===== src/rtl/receiver_poll_scheduler.sv =====
// Round-robin readout of per-receiver decoded-block RAMs onto one valid/ready stream.
// Each receiver burst: snapshot its block count, request blocks 1..count in turn, tag each with the receiver id.
module receiver_poll_scheduler #(
  parameter int NB_RECEIVERS = 4,
  parameter int TIMEOUT      = 15,
  localparam int ID_W = ($clog2(NB_RECEIVERS) > 1) ? $clog2(NB_RECEIVERS) : 1
) (
  input  logic                       clk_96MHz,
  input  logic                       reset,
  input  logic                       enable,
  input  logic [8*NB_RECEIVERS-1:0]  avl_blocks_nb,
  input  logic [41*NB_RECEIVERS-1:0] block_wanted,
  input  logic [NB_RECEIVERS-1:0]    data_ready,
  output logic [8*NB_RECEIVERS-1:0]  block_wanted_number,
  output logic [40:0]                out_block,
  output logic [ID_W-1:0]            out_receiver_id,
  output logic                       out_valid,
  input  logic                       out_ready,
  output logic                       timeout_err,
  output logic                       busy
);

  localparam int TMR_W = ($clog2(TIMEOUT + 1) > 4) ? $clog2(TIMEOUT + 1) : 4;
  localparam logic [TMR_W-1:0] TMR_MAX  = TMR_W'(TIMEOUT);
  localparam logic [ID_W-1:0]  PTR_LAST = ID_W'(NB_RECEIVERS - 1);

  typedef enum logic [2:0] {SCAN, REQ, WAIT, OUT, RELEASE} state_t;

  state_t            state_q, state_d;
  logic [ID_W-1:0]   rr_ptr_q, rr_ptr_d;
  logic [7:0]        blk_cnt_q, blk_cnt_d;
  logic [7:0]        blk_idx_q, blk_idx_d;
  logic [7:0]        idx_q, idx_d;
  logic [TMR_W-1:0]  timer_q, timer_d;
  logic [40:0]       out_block_q, out_block_d;
  logic [ID_W-1:0]   out_id_q, out_id_d;
  logic              out_valid_q, out_valid_d;
  logic              terr_q, terr_d;

  logic [7:0]        avl_sel;
  logic [40:0]       blk_sel;
  logic              rdy_sel;
  logic [ID_W-1:0]   ptr_next;

  // Per-receiver views of the addressed channel
  always_comb begin
    avl_sel             = 8'd0;
    blk_sel             = 41'd0;
    rdy_sel             = 1'b0;
    block_wanted_number = '0;
    for (int i = 0; i < NB_RECEIVERS; i++) begin
      if (rr_ptr_q == ID_W'(i)) begin
        avl_sel                         = avl_blocks_nb[8*i +: 8];
        blk_sel                         = block_wanted[41*i +: 41];
        rdy_sel                         = data_ready[i];
        block_wanted_number[8*i +: 8]   = idx_q;
      end
    end
  end

  assign ptr_next = (rr_ptr_q == PTR_LAST) ? '0 : rr_ptr_q + ID_W'(1);

  always_comb begin
    state_d     = state_q;
    rr_ptr_d    = rr_ptr_q;
    blk_cnt_d   = blk_cnt_q;
    blk_idx_d   = blk_idx_q;
    idx_d       = idx_q;
    timer_d     = timer_q;
    out_block_d = out_block_q;
    out_id_d    = out_id_q;
    out_valid_d = out_valid_q;
    terr_d      = 1'b0;
    case (state_q)
      SCAN: begin
        if (enable && avl_sel != 8'd0) begin
          blk_cnt_d = avl_sel;
          blk_idx_d = 8'd1;
          state_d   = REQ;
        end else begin
          rr_ptr_d = ptr_next;
        end
      end
      REQ: begin
        idx_d   = blk_idx_q;
        timer_d = '0;
        state_d = WAIT;
      end
      WAIT: begin
        if (rdy_sel) begin
          out_block_d = blk_sel;
          out_id_d    = rr_ptr_q;
          out_valid_d = 1'b1;
          state_d     = OUT;
        end else if (timer_q == TMR_MAX) begin
          // A dead RAM abandons the rest of this receiver's burst
          terr_d    = 1'b1;
          idx_d     = 8'd0;
          blk_idx_d = blk_cnt_q;
          timer_d   = '0;
          state_d   = RELEASE;
        end else begin
          timer_d = timer_q + TMR_W'(1);
        end
      end
      OUT: begin
        if (out_ready) begin
          out_valid_d = 1'b0;
          idx_d       = 8'd0;
          timer_d     = '0;
          state_d     = RELEASE;
        end
      end
      RELEASE: begin
        if (!rdy_sel || timer_q == TMR_MAX) begin
          terr_d = rdy_sel;
          if (blk_idx_q < blk_cnt_q) begin
            blk_idx_d = blk_idx_q + 8'd1;
            state_d   = REQ;
          end else begin
            rr_ptr_d = ptr_next;
            state_d  = SCAN;
          end
        end else begin
          timer_d = timer_q + TMR_W'(1);
        end
      end
      default: state_d = SCAN;
    endcase
  end

  always_ff @(posedge clk_96MHz) begin
    if (reset) begin
      state_q     <= SCAN;
      rr_ptr_q    <= '0;
      blk_cnt_q   <= 8'd0;
      blk_idx_q   <= 8'd0;
      idx_q       <= 8'd0;
      timer_q     <= '0;
      out_block_q <= 41'd0;
      out_id_q    <= '0;
      out_valid_q <= 1'b0;
      terr_q      <= 1'b0;
    end else begin
      state_q     <= state_d;
      rr_ptr_q    <= rr_ptr_d;
      blk_cnt_q   <= blk_cnt_d;
      blk_idx_q   <= blk_idx_d;
      idx_q       <= idx_d;
      timer_q     <= timer_d;
      out_block_q <= out_block_d;
      out_id_q    <= out_id_d;
      out_valid_q <= out_valid_d;
      terr_q      <= terr_d;
    end
  end

  assign out_block       = out_block_q;
  assign out_receiver_id = out_id_q;
  assign out_valid       = out_valid_q;
  assign timeout_err     = terr_q;
  assign busy            = (state_q != SCAN);

endmodule


===== config.mk =====
export PLATFORM = sky130hd
export DESIGN_NAME = receiver_poll_scheduler
export DESIGN_NICKNAME = d
export VERILOG_FILES = /design/src/rtl/receiver_poll_scheduler.sv
export SDC_FILE = /design/constraint.sdc
export NUM_CORES = 1
export LEC_CHECK = 0
export ABC_AREA = 1
export CAP_MARGIN = 15
export CORE_MARGIN = 2
export CORE_UTILIZATION = 40
export DETAILED_ROUTE_END_ITERATION = 10
export PLACE_DENSITY = 0.82
export SLEW_MARGIN = 20
export SYNTH_ARGS = -nofsm -noshare
export SYNTH_HDL_FRONTEND = slang
export SYNTH_SLANG_ARGS = --single-unit

===== constraint.sdc =====
create_clock -name clk_96MHz -period 2.7 [get_ports clk_96MHz]
set_input_delay 0.54 -clock clk_96MHz [delete_from_list [all_inputs] [get_ports clk_96MHz]]
set_output_delay 0.54 -clock clk_96MHz [all_outputs]
set_load 0.02 [all_outputs]

==> reports/qor_table.md <==
| Group | Result | This run |
|---|---|---|
| sta | Final hold vios | 0 |
| detailed routing | Total length of routed wires | 21.39 mm |
| global route | Initial antenna violation count | 0 |
| worst setup path | Startpoint kind of the worst setup timing path | flip-flop |
| logic synthesis | Total nets after synthesis | 1,093 |
| clock tree | Clock latency on the worst-skew pair | 0.33 ns |
| clock tree | Clock buffer depth | 2 |
| global route | First-pass GRT wire length | 33.18 mm |
| sta | Number of pins exceeding their max-slew limit in the final report | 0 |
| logic synthesis | Area of the mapped netlist | 0.005244 mm² |
| logic synthesis | Prevailing post-synth register cell | sky130_fd_sc_hd__dfxtp_1 |
| clock tree | TritonCTS Sinks | 78 |
| min path | Cell count of the worst hold path | 2 |
| sta | Relative slew margins | 65.48% |
| die | Die H | 118.5 µm |
| logic synthesis | Most numerous cell types in the synthesized netlist | sky130_fd_sc_hd__nand2_1, sky130_fd_sc_hd__nor2_1, sky130_fd_sc_hd__o21ai_0, sky130_fd_sc_hd__a21oi_1, sky130_fd_sc_hd__dfxtp_1 |
| detailed routing | First-iteration detailed-routing DRC count | 595 |
| logic synthesis | Number of flops mapped to enable cells by yosys | 0 |
| global route | Overflow left after global routing | 0 |
| detailed routing | Count of antenna-violating nets left after detailed routing | 0 |
| detailed routing | First-pass detailed-route iteration total | 5 |
| die | Core Region | 0.01272 mm² |
| sta | Clk_skew | 0.009136 ns |
| global route | Tot GR Track Use | 29.86% |
| clock tree | Clock transition at path regs | 0.06 ns |
| status | Run status | completed |
| worst setup path | Data required time at the worst endpoint | 2.16 ns |
| logic synthesis | Synth area leader | sky130_fd_sc_hd__dfxtp_1 |
| placement | Final HPWL from detailed placement | 16.48 mm |
| logic synthesis | Share of flip-flops with an asynchronous set or reset after synthesis | 0% |
| placement | GPL Wtd Cong | 0.9631 |
| sta | Unrepaired setup endpoints after global routing | false |
| clock tree | Master cell of the clock root buffer | sky130_fd_sc_hd__clkbuf_16 |
| sta | Hold_ws | 0.4828 ns |
| placement | Pre-CTS setup slack | 0.2243 ns |
| die | Boundary pin count | 282 |
| logic synthesis | Synth Instances | 876 |
| sta | Max Clk Rate | 383.5 MHz |
| final layout | Area Growth Syn to Fin | 62.28% |
| worst setup path | Worst endpoint data arrival time | 2.07 ns |
| sta | Post-route clock period utilization | 96.58% |
| final layout | Post-layout instance count excluding filler cells | 1,307 |
| logic synthesis | Synthesis Warnings | 0 |
| placement | Instance count after placement with tap cells included | 1,291 |
| worst setup path | Type of destination of the critical path | output port |
| detailed routing | Detail-routed net length per standard cell | 16.37 µm |
| clock tree | Clock tree from TritonCTS | yes |
| die | Die width | 118.5 µm |
| detailed routing | Vias after detailed routing | 6,619 |
| final layout | Layout Nets | 1,347 |
| clock tree | CTS H-Tree Depth | 3 |
| final layout | Final design area excluding fillers | 0.008509 mm² |
| die | Floorplan die area | 0.01404 mm² |
| detailed routing | Ratio of routed vias to standard cells | 5.064 |
| logic synthesis | Leading cell type by number of instances after synthesis | sky130_fd_sc_hd__nand2_1 |
| logic synthesis | Sequential element share of the synthesized area | 29.78% |
| logic synthesis | Synthesis-stage register bit count | 78 |
| sta | Transition time at the pin with the least slew margin | 0.5177 ns |
| power and ir drop | Power density normalized to cell area | 931.5 mW/mm² |
| logic synthesis | Most area-consuming cells after synthesis | sky130_fd_sc_hd__dfxtp_1, sky130_fd_sc_hd__nand2_1, sky130_fd_sc_hd__o21ai_0 |
| logic synthesis | Avg Cell Area, Syn | 5.986 µm² |
| placement | Quantity of I/O buffers inserted on ports | 281 |
| worst setup path | Reg2reg path depth | 15 |
| placement | Placed instance area | 0.008138 mm² |
| die | Num rows | 41 |
| flow run | Number of max-cap violations | 0 |
| sta | TNS Setup | 0 ns |
| final layout | Share of post-route cells with drive strength above 1 | 5.551% |
| power and ir drop | Static leakage | 3.619 nW |
| detailed routing | Remaining routing DRC violations | 0 |
| logic synthesis | Area fraction of the dominant cell type after synthesis | 29.78% |
| sta | Final worst slack | 0.09229 ns |
| clock tree | # Post-CTS Setup Buffers | 0 |
| sta | Crit path time final | 2.608 ns |
| sta | Setup-violating endpoint count in the final report | 0 |
| worst setup path | Worst setup path category | reg -> out |
| logic synthesis | Distinct cell type count of the synthesized netlist | 39 |
| power and ir drop | VDD IR-drop max | 0.5751 mV |
| worst setup path | Maximum fanout along the worst path | 24 |
| global route | Largest net degree at the start of global routing | 63 |
| die | Starting utilization of the core area | 41.22% |
| min path | Min-delay worst type | reg -> reg |
| clock tree | TritonCTS Buffers | 9 |
| final layout | N_diodes | 0 |
| global route | Vias in the first global route | 6,144 |
## through the flow
step	power [W]	utilization, %
final	0.007927	66.89
after global routing	0.008571	66.89
after CTS	0.007872	66.65
after detailed placement	0.006483	63.97
after global placement	0.006437	63.97
after floorplan	0.004865	-
## cells by family after synthesis
kind of cell	synth area share [%]
buffers and inverters	10.40
XOR/XNOR	0.5012
flip-flops	29.78
AND/OR/NAND/NOR	31.19
AO/OA/AOI/OAI	25.03
adder cells (fa/ha/maj)	3.102
## what timing repair did
item / 4_1_cts / 5_1_grt
resized for setup: 3 / 6
hold buffers: 0 / 0
endpoints found under the setup margin: 16 / 21
pin swaps: 0 / 0
## layer usage
metal	GRT usage, %	up-vias	share of wire [%]
met4	9.598	2	2.7
met1	37.44	2904	41
li1	-	3342	-
met3	10.23	43	11
met5	2.206	-	0.19
met2	47.87	328	45
## where the power goes
part / total (W) / internal [W] / switching, W
registers: 0.00179 / 0.00149 / 0.000307
clock network: 0.00135 / 0.000826 / 0.000522
logic: 0.00478 / 0.00184 / 0.00295
total: 0.00793 / 0.00415 / 0.00377
## cell usage in the layout (no fill, tap or decap), types with 3 or more instances in the layout
| master | Yosys | routed |
|---|---|---|
| sky130_fd_sc_hd__a21oi_1 | 85 | 85 |
| sky130_fd_sc_hd__nor2_1 | 131 | 131 |
| sky130_fd_sc_hd__o21ai_1 | 46 | 46 |
| sky130_fd_sc_hd__clkbuf_16 | 0 | 9 |
| sky130_fd_sc_hd__buf_4 | 5 | 13 |
| sky130_fd_sc_hd__inv_1 | 61 | 59 |
| sky130_fd_sc_hd__dfxtp_1 | 78 | 78 |
| sky130_fd_sc_hd__clkdlybuf4s50_1 | 0 | 280 |
| sky130_fd_sc_hd__nor2_2 | 3 | 3 |
| sky130_fd_sc_hd__a21boi_1 | 6 | 6 |
| sky130_fd_sc_hd__nand3_1 | 29 | 29 |
| sky130_fd_sc_hd__ha_4 | 0 | 3 |
| sky130_fd_sc_hd__o21ai_0 | 99 | 99 |
| sky130_fd_sc_hd__nor3_1 | 4 | 4 |
| sky130_fd_sc_hd__inv_2 | 9 | 11 |
| sky130_fd_sc_hd__nand2_1 | 228 | 227 |
| sky130_fd_sc_hd__ha_1 | 13 | 10 |
## critical path, stage by stage (launching register included)
cell	delay (ns)
sky130_fd_sc_hd__dfxtp_1	0.36
sky130_fd_sc_hd__inv_1	0.17
sky130_fd_sc_hd__ha_4	0.23
sky130_fd_sc_hd__buf_8	0.22
sky130_fd_sc_hd__nand2_1	0.08
sky130_fd_sc_hd__inv_1	0.05
sky130_fd_sc_hd__clkdlybuf4s50_1	0.60
## cell type report
class	instances	area, µm²
Clock inverter	7	105.1
Clock buffer	9	225.2
Fill cell	1142	4213
Inverter	72	271.5
Timing Repair Buffer	297	2954
Multi-Input combinational cell	672	3177
Tap cell	172	215.2
Sequential cell	78	1562
## worst paths after layout
kind	from	to	slack, ns
worst max-delay path	rr_ptr_q[1]$_SDFFE_PP0P_	block_wanted_number[14]	0.09
worst min-delay path	out_block[19]$_SDFFE_PP0P_	out_block[19]$_SDFFE_PP0P_	0.48
worst max register to register	rr_ptr_q[1]$_SDFFE_PP0P_	blk_idx_q[7]$_SDFFE_PP0P_	0.28
worst min register to register	out_block[19]$_SDFFE_PP0P_	out_block[19]$_SDFFE_PP0P_	0.48
## flip-flops by register name (all words and copies together) (netlist names), 2 cells and up
signal	cells
idx_q	8
blk_cnt_q	8
blk_idx_q	8
rr_ptr_q	2
out_block	41
state_q	3
timer_q	4
out_receiver_id	2
No activity file was read; power rests on OpenSTA's default activity.
